[src/rtl/mmio_uart_tx_pkg.sv]
// Shared definitions for the memory-mapped UART transmitter: register offsets,
// STATUS bit positions and transmitter state encoding.
package mmio_uart_tx_pkg;

  localparam int REGWIDTH = 32;

  // Word offsets within the window, selected by addr[3:2]
  localparam logic [1:0] UART_TXDATA = 2'd0;
  localparam logic [1:0] UART_STATUS = 2'd1;
  localparam logic [1:0] UART_DIV    = 2'd2;

  localparam int STAT_BUSY    = 0;
  localparam int STAT_FULL    = 1;
  localparam int STAT_EMPTY   = 2;
  localparam int STAT_OVF     = 3;
  localparam int STAT_CNT_LSB = 4;

  typedef enum logic [1:0] {
    IDLE  = 2'd0,
    START = 2'd1,
    DATA  = 2'd2,
    STOP  = 2'd3
  } tx_state_e;

endpackage

[src/rtl/uart_tx_fifo.sv]
// Small synchronous circular FIFO holding bytes waiting to be serialised.
// Pushes into a full FIFO and pops from an empty one are ignored.
module uart_tx_fifo #(
  parameter int DEPTH = 4,
  parameter int WIDTH = 8,
  localparam int AW = $clog2(DEPTH),
  localparam int CW = AW + 1
) (
  input  logic             clk,
  input  logic             rst,
  input  logic             push,
  input  logic             pop,
  input  logic [WIDTH-1:0] wdata,
  output logic [WIDTH-1:0] rdata,
  output logic             full,
  output logic             empty,
  output logic [CW-1:0]    count
);

  logic [WIDTH-1:0] mem [DEPTH];
  logic [AW-1:0]    wr_ptr;
  logic [AW-1:0]    rd_ptr;
  logic             do_push;
  logic             do_pop;

  assign full    = (count == CW'(DEPTH));
  assign empty   = (count == '0);
  assign do_push = push && !full;
  assign do_pop  = pop && !empty;
  assign rdata   = mem[rd_ptr];

  always_ff @(posedge clk) begin
    if (do_push) begin
      mem[wr_ptr] <= wdata;
    end
  end

  // Pointers wrap naturally because DEPTH is a power of two
  always_ff @(posedge clk) begin
    if (rst) begin
      wr_ptr <= '0;
      rd_ptr <= '0;
      count  <= '0;
    end else begin
      if (do_push) begin
        wr_ptr <= wr_ptr + AW'(1);
      end
      if (do_pop) begin
        rd_ptr <= rd_ptr + AW'(1);
      end
      case ({do_push, do_pop})
        2'b10:   count <= count + CW'(1);
        2'b01:   count <= count - CW'(1);
        default: count <= count;
      endcase
    end
  end

endmodule

[src/rtl/mmio_uart_tx.sv]
// Memory-mapped 8N1 UART transmitter: bus decode, TXDATA/STATUS/BAUDDIV
// registers and the bit-serialising state machine.
module mmio_uart_tx
  import mmio_uart_tx_pkg::*;
#(
  parameter logic [31:0] BASE_ADDR   = 32'hFFFF_FC00,
  parameter int          FIFO_DEPTH  = 4,
  parameter logic [15:0] DEFAULT_DIV = 16'd868
) (
  input  logic        clk,
  input  logic        rst,
  input  logic        MemRead,
  input  logic        MemWrite,
  input  logic [31:0] addr,
  input  logic [31:0] din,
  output logic [31:0] dout,
  output logic        sel,
  output logic        tx
);

  localparam int CW = $clog2(FIFO_DEPTH) + 1;

  logic [1:0]    offset;
  logic          wr_en;
  logic          rd_en;
  logic          push;
  logic          pop;
  logic [7:0]    head;
  logic          full;
  logic          empty;
  logic [CW-1:0] count;
  logic          overflow;
  logic [15:0]   div;
  logic [REGWIDTH-1:0] status;
  logic          unused_bits;

  tx_state_e state, state_n;
  logic [15:0] bit_cnt, bit_cnt_n;
  logic [2:0]  bit_idx, bit_idx_n;
  logic [7:0]  shift, shift_n;
  logic        tx_q, tx_n;
  logic        bit_done;

  assign sel         = (addr[31:4] == BASE_ADDR[31:4]);
  assign offset      = addr[3:2];
  assign wr_en       = sel && MemWrite;
  assign rd_en       = sel && MemRead;
  assign push        = wr_en && (offset == UART_TXDATA);
  assign unused_bits = ^{addr[1:0], din[31:16]};
  assign tx          = tx_q;
  assign bit_done    = (bit_cnt == 16'd0);

  uart_tx_fifo #(.DEPTH(FIFO_DEPTH), .WIDTH(8)) fifo (
    .clk   (clk),
    .rst   (rst),
    .push  (push),
    .pop   (pop),
    .wdata (din[7:0]),
    .rdata (head),
    .full  (full),
    .empty (empty),
    .count (count)
  );

  // A zero divisor would never finish a bit, so it is stored as one
  always_ff @(posedge clk) begin
    if (rst) begin
      overflow <= 1'b0;
      div      <= DEFAULT_DIV;
    end else begin
      if (push && full) begin
        overflow <= 1'b1;
      end else if (wr_en && (offset == UART_STATUS) && din[STAT_OVF]) begin
        overflow <= 1'b0;
      end
      if (wr_en && (offset == UART_DIV)) begin
        div <= (din[15:0] == 16'd0) ? 16'd1 : din[15:0];
      end
    end
  end

  always_ff @(posedge clk) begin
    if (rst) begin
      state   <= IDLE;
      bit_cnt <= 16'd0;
      bit_idx <= 3'd0;
      shift   <= 8'd0;
      tx_q    <= 1'b1;
    end else begin
      state   <= state_n;
      bit_cnt <= bit_cnt_n;
      bit_idx <= bit_idx_n;
      shift   <= shift_n;
      tx_q    <= tx_n;
    end
  end

  // Each bit lasts div cycles; the divisor is sampled only at bit reloads,
  // and the end of a stop bit chains straight into the next start bit.
  always_comb begin
    state_n   = state;
    bit_cnt_n = bit_cnt;
    bit_idx_n = bit_idx;
    shift_n   = shift;
    tx_n      = tx_q;
    pop       = 1'b0;
    case (state)
      IDLE: begin
        if (!empty) begin
          pop       = 1'b1;
          shift_n   = head;
          bit_cnt_n = div - 16'd1;
          state_n   = START;
          tx_n      = 1'b0;
        end
      end
      START: begin
        if (bit_done) begin
          state_n   = DATA;
          tx_n      = shift[0];
          bit_idx_n = 3'd0;
          bit_cnt_n = div - 16'd1;
        end else begin
          bit_cnt_n = bit_cnt - 16'd1;
        end
      end
      DATA: begin
        if (bit_done) begin
          bit_cnt_n = div - 16'd1;
          if (bit_idx == 3'd7) begin
            state_n = STOP;
            tx_n    = 1'b1;
          end else begin
            tx_n      = shift[1];
            shift_n   = {1'b0, shift[7:1]};
            bit_idx_n = bit_idx + 3'd1;
          end
        end else begin
          bit_cnt_n = bit_cnt - 16'd1;
        end
      end
      STOP: begin
        if (bit_done) begin
          if (!empty) begin
            pop       = 1'b1;
            shift_n   = head;
            bit_cnt_n = div - 16'd1;
            state_n   = START;
            tx_n      = 1'b0;
          end else begin
            state_n = IDLE;
            tx_n    = 1'b1;
          end
        end else begin
          bit_cnt_n = bit_cnt - 16'd1;
        end
      end
      default: begin
        state_n = IDLE;
        tx_n    = 1'b1;
      end
    endcase
  end

  always_comb begin
    status = '0;
    status[STAT_BUSY]            = (state != IDLE);
    status[STAT_FULL]            = full;
    status[STAT_EMPTY]           = empty;
    status[STAT_OVF]             = overflow;
    status[STAT_CNT_LSB +: 3]    = 3'(count);
    dout = '0;
    if (rd_en) begin
      case (offset)
        UART_STATUS: dout = status;
        UART_DIV:    dout = {16'd0, div};
        default:     dout = '0;
      endcase
    end
  end

endmodule
[config.mk]
export PLATFORM = sky130hd
export DESIGN_NAME = mmio_uart_tx
export DESIGN_NICKNAME = d
export VERILOG_FILES = /design/src/rtl/mmio_uart_tx_pkg.sv /design/src/rtl/uart_tx_fifo.sv /design/src/rtl/mmio_uart_tx.sv
export SDC_FILE = /design/constraint.sdc
export NUM_CORES = 1
export LEC_CHECK = 0
export CAP_MARGIN = 10
export CORE_ASPECT_RATIO = 0.9
export CORE_MARGIN = 2
export CORE_UTILIZATION = 47
export DETAILED_ROUTE_END_ITERATION = 8
export GPL_TIMING_DRIVEN = 1
export PLACE_DENSITY = 0.86
export REMOVE_ABC_BUFFERS = 1
export SKIP_CTS_REPAIR_TIMING = 1
export SLEW_MARGIN = 25
export SYNTH_ARGS = -nofsm -noshare
export SYNTH_HDL_FRONTEND = slang
export SYNTH_SLANG_ARGS = --single-unit
[constraint.sdc]
create_clock -name clk -period 2.9 [get_ports clk]
set_input_delay 0.58 -clock clk [delete_from_list [all_inputs] [get_ports clk]]
set_output_delay 0.58 -clock clk [all_outputs]
set_load 0.03 [all_outputs]
# == Word level (Yosys, flattened, before mapping) ==
# Memories as Yosys holds them, arrays and structs flattened. A register that Yosys moved wholly into a read port is not among the register bits.
# Cells that the tools add are included.
# totals
word_cells,100
out_inout_bits,34
memories,1
ff_bits,54
mem_bits_rw,32
# op_classes
n_addsub,7
n_reduce_logical,26
muxes,40
eq_ne,16
# mem_list
name,words,word_bits,rd,rd_clocked_by_memory_dff,wr,line_no,rtl
fifo.mem,4,8,1,1,1,uart_tx_fifo.sv:20,logic [WIDTH-1:0] mem [DEPTH];
# ops
operator,count
$mux 16,5
$pmux 16 s3,1
$logic_not 16->1,2
$mux 8,4
$pmux 16 s2,1
$sub 16x1->16 const B,2
$eq 28x28->1 const B,1
$pmux 8 s3,1
$mux 2,7
$mux 1,13
$ne 2x2->1 const B,6
$pmux 3 s2,2
$reduce_and 4->1,3
$logic_and 1x1->1,9
$mux 3,3
$eq 2x2->1 const B,4
$pmux 2 s4,1
$reduce_bool 2->1,4
$add 3x1->3 const B,2
$eq 2x1->1 const B,3
$eq 3x3->1 const B,2
$reduce_and 5->1,1
$add 2x1->2 const B,2
$logic_not 2->1,2
7 further kinds,8

# == Depth between registers and ports, before layout ==
# Gate-level depths: netlist of the first run.
# depth
depth_word,7
depth_mapped,12
ltp_nobuf,12

# == Modules after synthesis ==
# Synthesis of the first run repeated with hierarchy kept, for this count alone.
# hier_totals
hier_cells,565
area_unflattened_um2,5335.1
# modules_own_cells
module,area_per_inst_um2,seq_area_each_um2,n_inst,cells_each
mmio_uart_tx,3704.8,940.9,1,469
uart_tx_fifo,1630.3,1141.1,1,96

# == Worst setup path after synthesis of the first run ==
# Ideal clock, no wire load.
# synth_path
path_type,in2out
from,input port addr[5]
to,output port dout[10]
arrival_ps,2834
slack_ps,-514
cell_stages,6
required_time_ps,2320
path_cell_list,or4b_2 nor4_2 and2_1 clkbuf_1 nand3_1 nor2_1
# synth_via
elab_chain_cells,3
# synth_rtl
item,line_no,rtl
from (decl),mmio_uart_tx.sv:14,"input logic [31:0] addr,"
$eq 28x28->1,mmio_uart_tx.sv:44,assign sel = (addr[31:4] == BASE_ADDR[31:4]);
net sel,mmio_uart_tx.sv:17,"output logic sel,"
$logic_and 1x1->1,mmio_uart_tx.sv:47,assign rd_en = sel && MemRead;
$mux 16,mmio_uart_tx.sv:173,if (rd_en) begin
to (decl),mmio_uart_tx.sv:16,"output logic [31:0] dout,"
# The timed path passes the listed nets, and every way through them passes these cells.

# == Final worst setup path of the first run ==
# layout_path
from,register bit_cnt[0]
to,register fifo.count[2]
# layout_via
elab_chain_cells,6
word_cells_on_any_way,8
classes_between,eq/ne (2); mux (3); reduce/logical (3)
# layout_rtl
item,line_no,rtl
from (decl),mmio_uart_tx.sv:38,"logic [15:0] bit_cnt, bit_cnt_n;"
from (signal assigned),mmio_uart_tx.sv:91,bit_cnt <= bit_cnt_n;
$logic_not 16->1 *,mmio_uart_tx.sv:51,assign bit_done = (bit_cnt == 16'd0);
$mux 1 *,mmio_uart_tx.sv:143,if (bit_done) begin
$pmux 1 s2 *,mmio_uart_tx.sv:107,case (state)
$logic_and 1x1->1 *,uart_tx_fifo.sv:29,assign do_pop = pop && !empty;
net fifo.do_pop,uart_tx_fifo.sv:24,logic do_pop;
$eq 2x1->1 or $eq 2x2->1 (tied branches),uart_tx_fifo.sv:51,"case ({do_push, do_pop})"
$pmux 3 s2 or $reduce_bool 2->1 (tied branches),-,
to (signal assigned),uart_tx_fifo.sv:52,2'b10: count <= count + CW'(1);
to (signal assigned),uart_tx_fifo.sv:53,2'b01: count <= count - CW'(1);
to (signal assigned),uart_tx_fifo.sv:54,default: count <= count;
to (decl),uart_tx_fifo.sv:17,output logic [CW-1:0] count
# Mark *: on every way through the listed nets, which the timed path passes. The rest lies on a longest branch.
# A chain may end at the register's enable or synchronous reset.

==> flow_metrics.tcl, run 1 <==
set metrics [dict create \
    status "finished, violations left" \
    violations "setup timing" \
    total_leakage_power_nw 2.514 \
    reg2reg_to "fifo.count[2]" \
    grt_pass1_vias 4698 \
    timing.final.crit_period_ns 2.922 \
    combPwrFrac_pct 14.3 \
    p_sw_w 0.0007608 \
    drtAntennaViolNets 0 \
    numClockSinks 88 \
    gp_congestion 0.9413 \
    grt_pass1_wl_mm 22.93 \
    nets 730 \
    dieArea_um2 11750 \
    worst_setup_path_start_kind "flop" \
    min_path_type "flop to flop" \
    switching_share_pct 27.20 \
    timing.hold.ws_ns 0.4902 \
    rows 36 \
    synth_cells 547 \
    ys_seq_elements 88 \
    dpl-instance-area_um2 6097 \
    hold_path_startpoint "bit_idx[1]" \
    clk_latency_ns 0.35 \
    pwr-share-seq_pct 46.2 \
    syn_area_um2 5124 \
    cts.htree.levels 3 \
    drt_iter0_markers 456 \
    p_clk_share_pct 39.5 \
    io_pins 102 \
    critPathArrivalTime_ns 3.19 \
    maxSlewHeadroom_pct 56.23 \
    synth_area_leaders "dfxtp_1, edfxtp_1, nor2_1" \
    maxSlewViolCount 0 \
    yosys.area.top_type "dfxtp_1" \
    clk_path_buf_depth 2 \
    crit_required_ns 3.17 \
    antennaDiodeCount 0 \
    fin_tns_setup_ns -0.02175 \
    reg2regPathDepth 12 \
    yosysSeqAreaShare_pct 40.63 \
    r2r_slack_ns -0.02 \
    grt_max_degree 25 \
    finalHoldViolations 0 \
    p_per_area_nw_per_um2 423.9 \
    finalSetupViolations 1 \
    drc_errors 0 \
    cts_tree "done" \
    die_h_um 103.1 \
    place_hpwl_mm 10.67 \
    grt.total_usage_pct 24.85 \
    p_int_w 0.002036 \
    postSynthAreaPerCell_um2 9.367 \
    synth_warnings 0 \
    setup_ws_ns -0.02175 \
    dr.pass1.iters 6 \
    layout-drive-gt1-share_pct 20.34 \
    synth_top_area_share_pct 21.88 \
    fin_skew_ns 0.008170 \
    die_w_um 114.1 \
    drt_wl_total_mm 15.12 \
    holdPathEnd "bit_idx[1]" \
    timing.fmax_mhz 342.3 \
    path_max_fanout 4 \
    grt_overflow_total 0 \
    final_area_um2 6598 \
    crit_type "flop to flop" \
    area_growth_pct 28.77 \
    port_buffers 67 \
    avgRoutedWirePerCell_um 19.33 \
    finalCritPeriodShare_pct 100.7 \
    root_buffer "clkbuf_16" \
    drv_cap 0 \
    start_util_pct 47.79 \
    yosys.cell_types.count 66 \
    synth_edf_count 32 \
    rsz0062_at_grt "yes" \
    numCtsBuffers 9 \
    ys.flop_type "dfxtp_1" \
    grt_antenna_before_repair 0 \
    vias_per_cell 6.261 \
    ir_drop_mv 0.3544 \
    whs_path_depth 2 \
    coreArea_um2 10720 \
    vias 4896 \
    end_kind "flop" \
    synthArstFlopShare_pct 0 \
    r2r-start "bit_cnt[0]" \
    clk_pin_slew_worst_paths_ns 0.07 \
    tightestPinTransition_ns 0.6566 \
]
synth_stat cells, types with 7 or more instances:
library cell,n
a221o_1,7
or3_1,9
nand2_1,23
ha_1,17
nand4_1,12
and2_1,8
mux4_2,8
a22oi_1,17
inv_1,32
a211oi_1,11
nand3_1,9
o21ai_0,17
nor3_1,19
edfxtp_1,32
xnor2_1,16
clkbuf_1,22
nor2_1,61
mux2i_1,15
dfxtp_1,56
nor4_1,14
a21oi_1,26
buf_4,17
per-stage QoR:
stage               total power [W]  std cells  setup WS, ns  utilization (%)
detailed placement         0.001699        761       -0.6219            56.87
global route               0.002859        782       -0.1511            61.54
CTS                        0.002764        777       -0.4970            59.49
floorplan                  0.001517        513       -0.3762                -
global placement           0.001688        761       -0.4825            56.87
finish                     0.002797        782      -0.02175            61.54
flip-flops by register name, summed over array words and instances (netlist names), 2 cells and up, named ones only:
register,cells
bit_idx,3
div,16
bit_cnt,16
fifo.wr_ptr,2
fifo.rd_ptr,2
state,2
fifo.count,3
shift,8
fifo.mem,32
routing by layer:
| metal | vias to the layer above | routed length [um] | global-route usage, % |
|---|---|---|---|
| met5 | - | 0 | 0 |
| met4 | 0 | 408 | 11.16 |
| met1 | 2328 | 5660 | 29.94 |
| met2 | 322 | 7695 | 44.60 |
| met3 | 51 | 1352 | 3.469 |
| li1 | 2195 | - | - |
cell type report:
type	instances	area, um2
Sequential cell	88	2085
Clock buffer	9	225.2
Inverter	32	120.1
Multi-Input combinational cell	393	2824
Clock inverter	7	55.05
Fill cell	776	4123
Timing Repair Buffer	120	1122
Tap cell	133	166.4
critical path, cell delays in order (launching register included):
cell and delay (ns):
dfxtp_2 0.33, inv_2 0.07, ha_4 0.13, or4b_4 0.48, nor4_4 0.33, a21oi_2 0.12, nor2_2 0.16, ha_2 0.23
inv_2 0.04, fa_2 0.34, xor2_1 0.15, or3_1 0.32, a21oi_2 0.15
cell families after synthesis:
logic type	Yosys count	synth area share (%)
simple gates	185	19.00
compound gates	129	17.78
flops	88	40.63
buf+inv	81	7.717
mux	24	6.667
xor+xnor	21	3.590
fa+ha+maj	18	4.542
other cells	1	0.07319
layout by cell type, fill, tap and decap left out, types with 4 or more instances in the layout:
cell type,n
a211o_1,4
a211oi_1,11
a21oi_1,25
a221o_1,7
a22oi_1,17
a31oi_1,4
and2_1,7
buf_4,59
buf_6,7
clkbuf_16,9
clkdlybuf4s50_1,34
conb_1,16
dfxtp_1,54
dlymetal6s2s_1,14
edfxtp_1,32
ha_1,15
inv_1,29
mux2i_1,15
mux4_2,8
nand2_1,23
nand2b_1,6
nand3_1,7
nand4_1,12
nor2_1,50
nor2_2,6
nor2_4,5
nor2b_1,4
nor3_1,19
nor4_1,14
o211ai_1,5
o21a_1,4
o21ai_0,17
o22ai_1,6
or3_1,9
or4_1,5
xnor2_1,16
xor2_1,5
power by group through the flow:
stage,logic (W),clock network [W],registers (W)
6_report,0.000400,0.00111,0.00129
3_5_place_dp,0.000381,0,0.00132
3_3_place_gp,0.000370,0,0.00132
2_1_floorplan,0.000196,0,0.00132
4_1_cts,0.000385,0.00109,0.00129
5_1_grt,0.000427,0.00114,0.00129
worst max path at each step:
stage	slack, ns	cells after the start	from	endpoint
floorplan	-0.38	5	addr[5]	dout[10]
global placement	-0.48	12	addr[5]	fifo.count[2]
detailed placement	-0.62	12	addr[5]	fifo.count[2]
CTS	-0.50	8	addr[5]	dout[7]
global route	-0.15	12	bit_cnt[1]	fifo.count[2]
finish	-0.02	12	bit_cnt[0]	fifo.count[2]
Note: power is estimated with default switching activity, not from simulation.
==> run 2, diff against run 1 <==
--- a/config.mk
+++ b/config.mk
@@ -9,6 +9,7 @@
 export CORE_ASPECT_RATIO = 0.9
 export CORE_MARGIN = 2
 export CORE_UTILIZATION = 47
+export CTS_CLUSTER_DIAMETER = 30
 export DETAILED_ROUTE_END_ITERATION = 8
 export GPL_TIMING_DRIVEN = 1
 export PLACE_DENSITY = 0.86
==> results of run 2 <==
No change in the layout: final DEF, timing and power equal those of run 1.
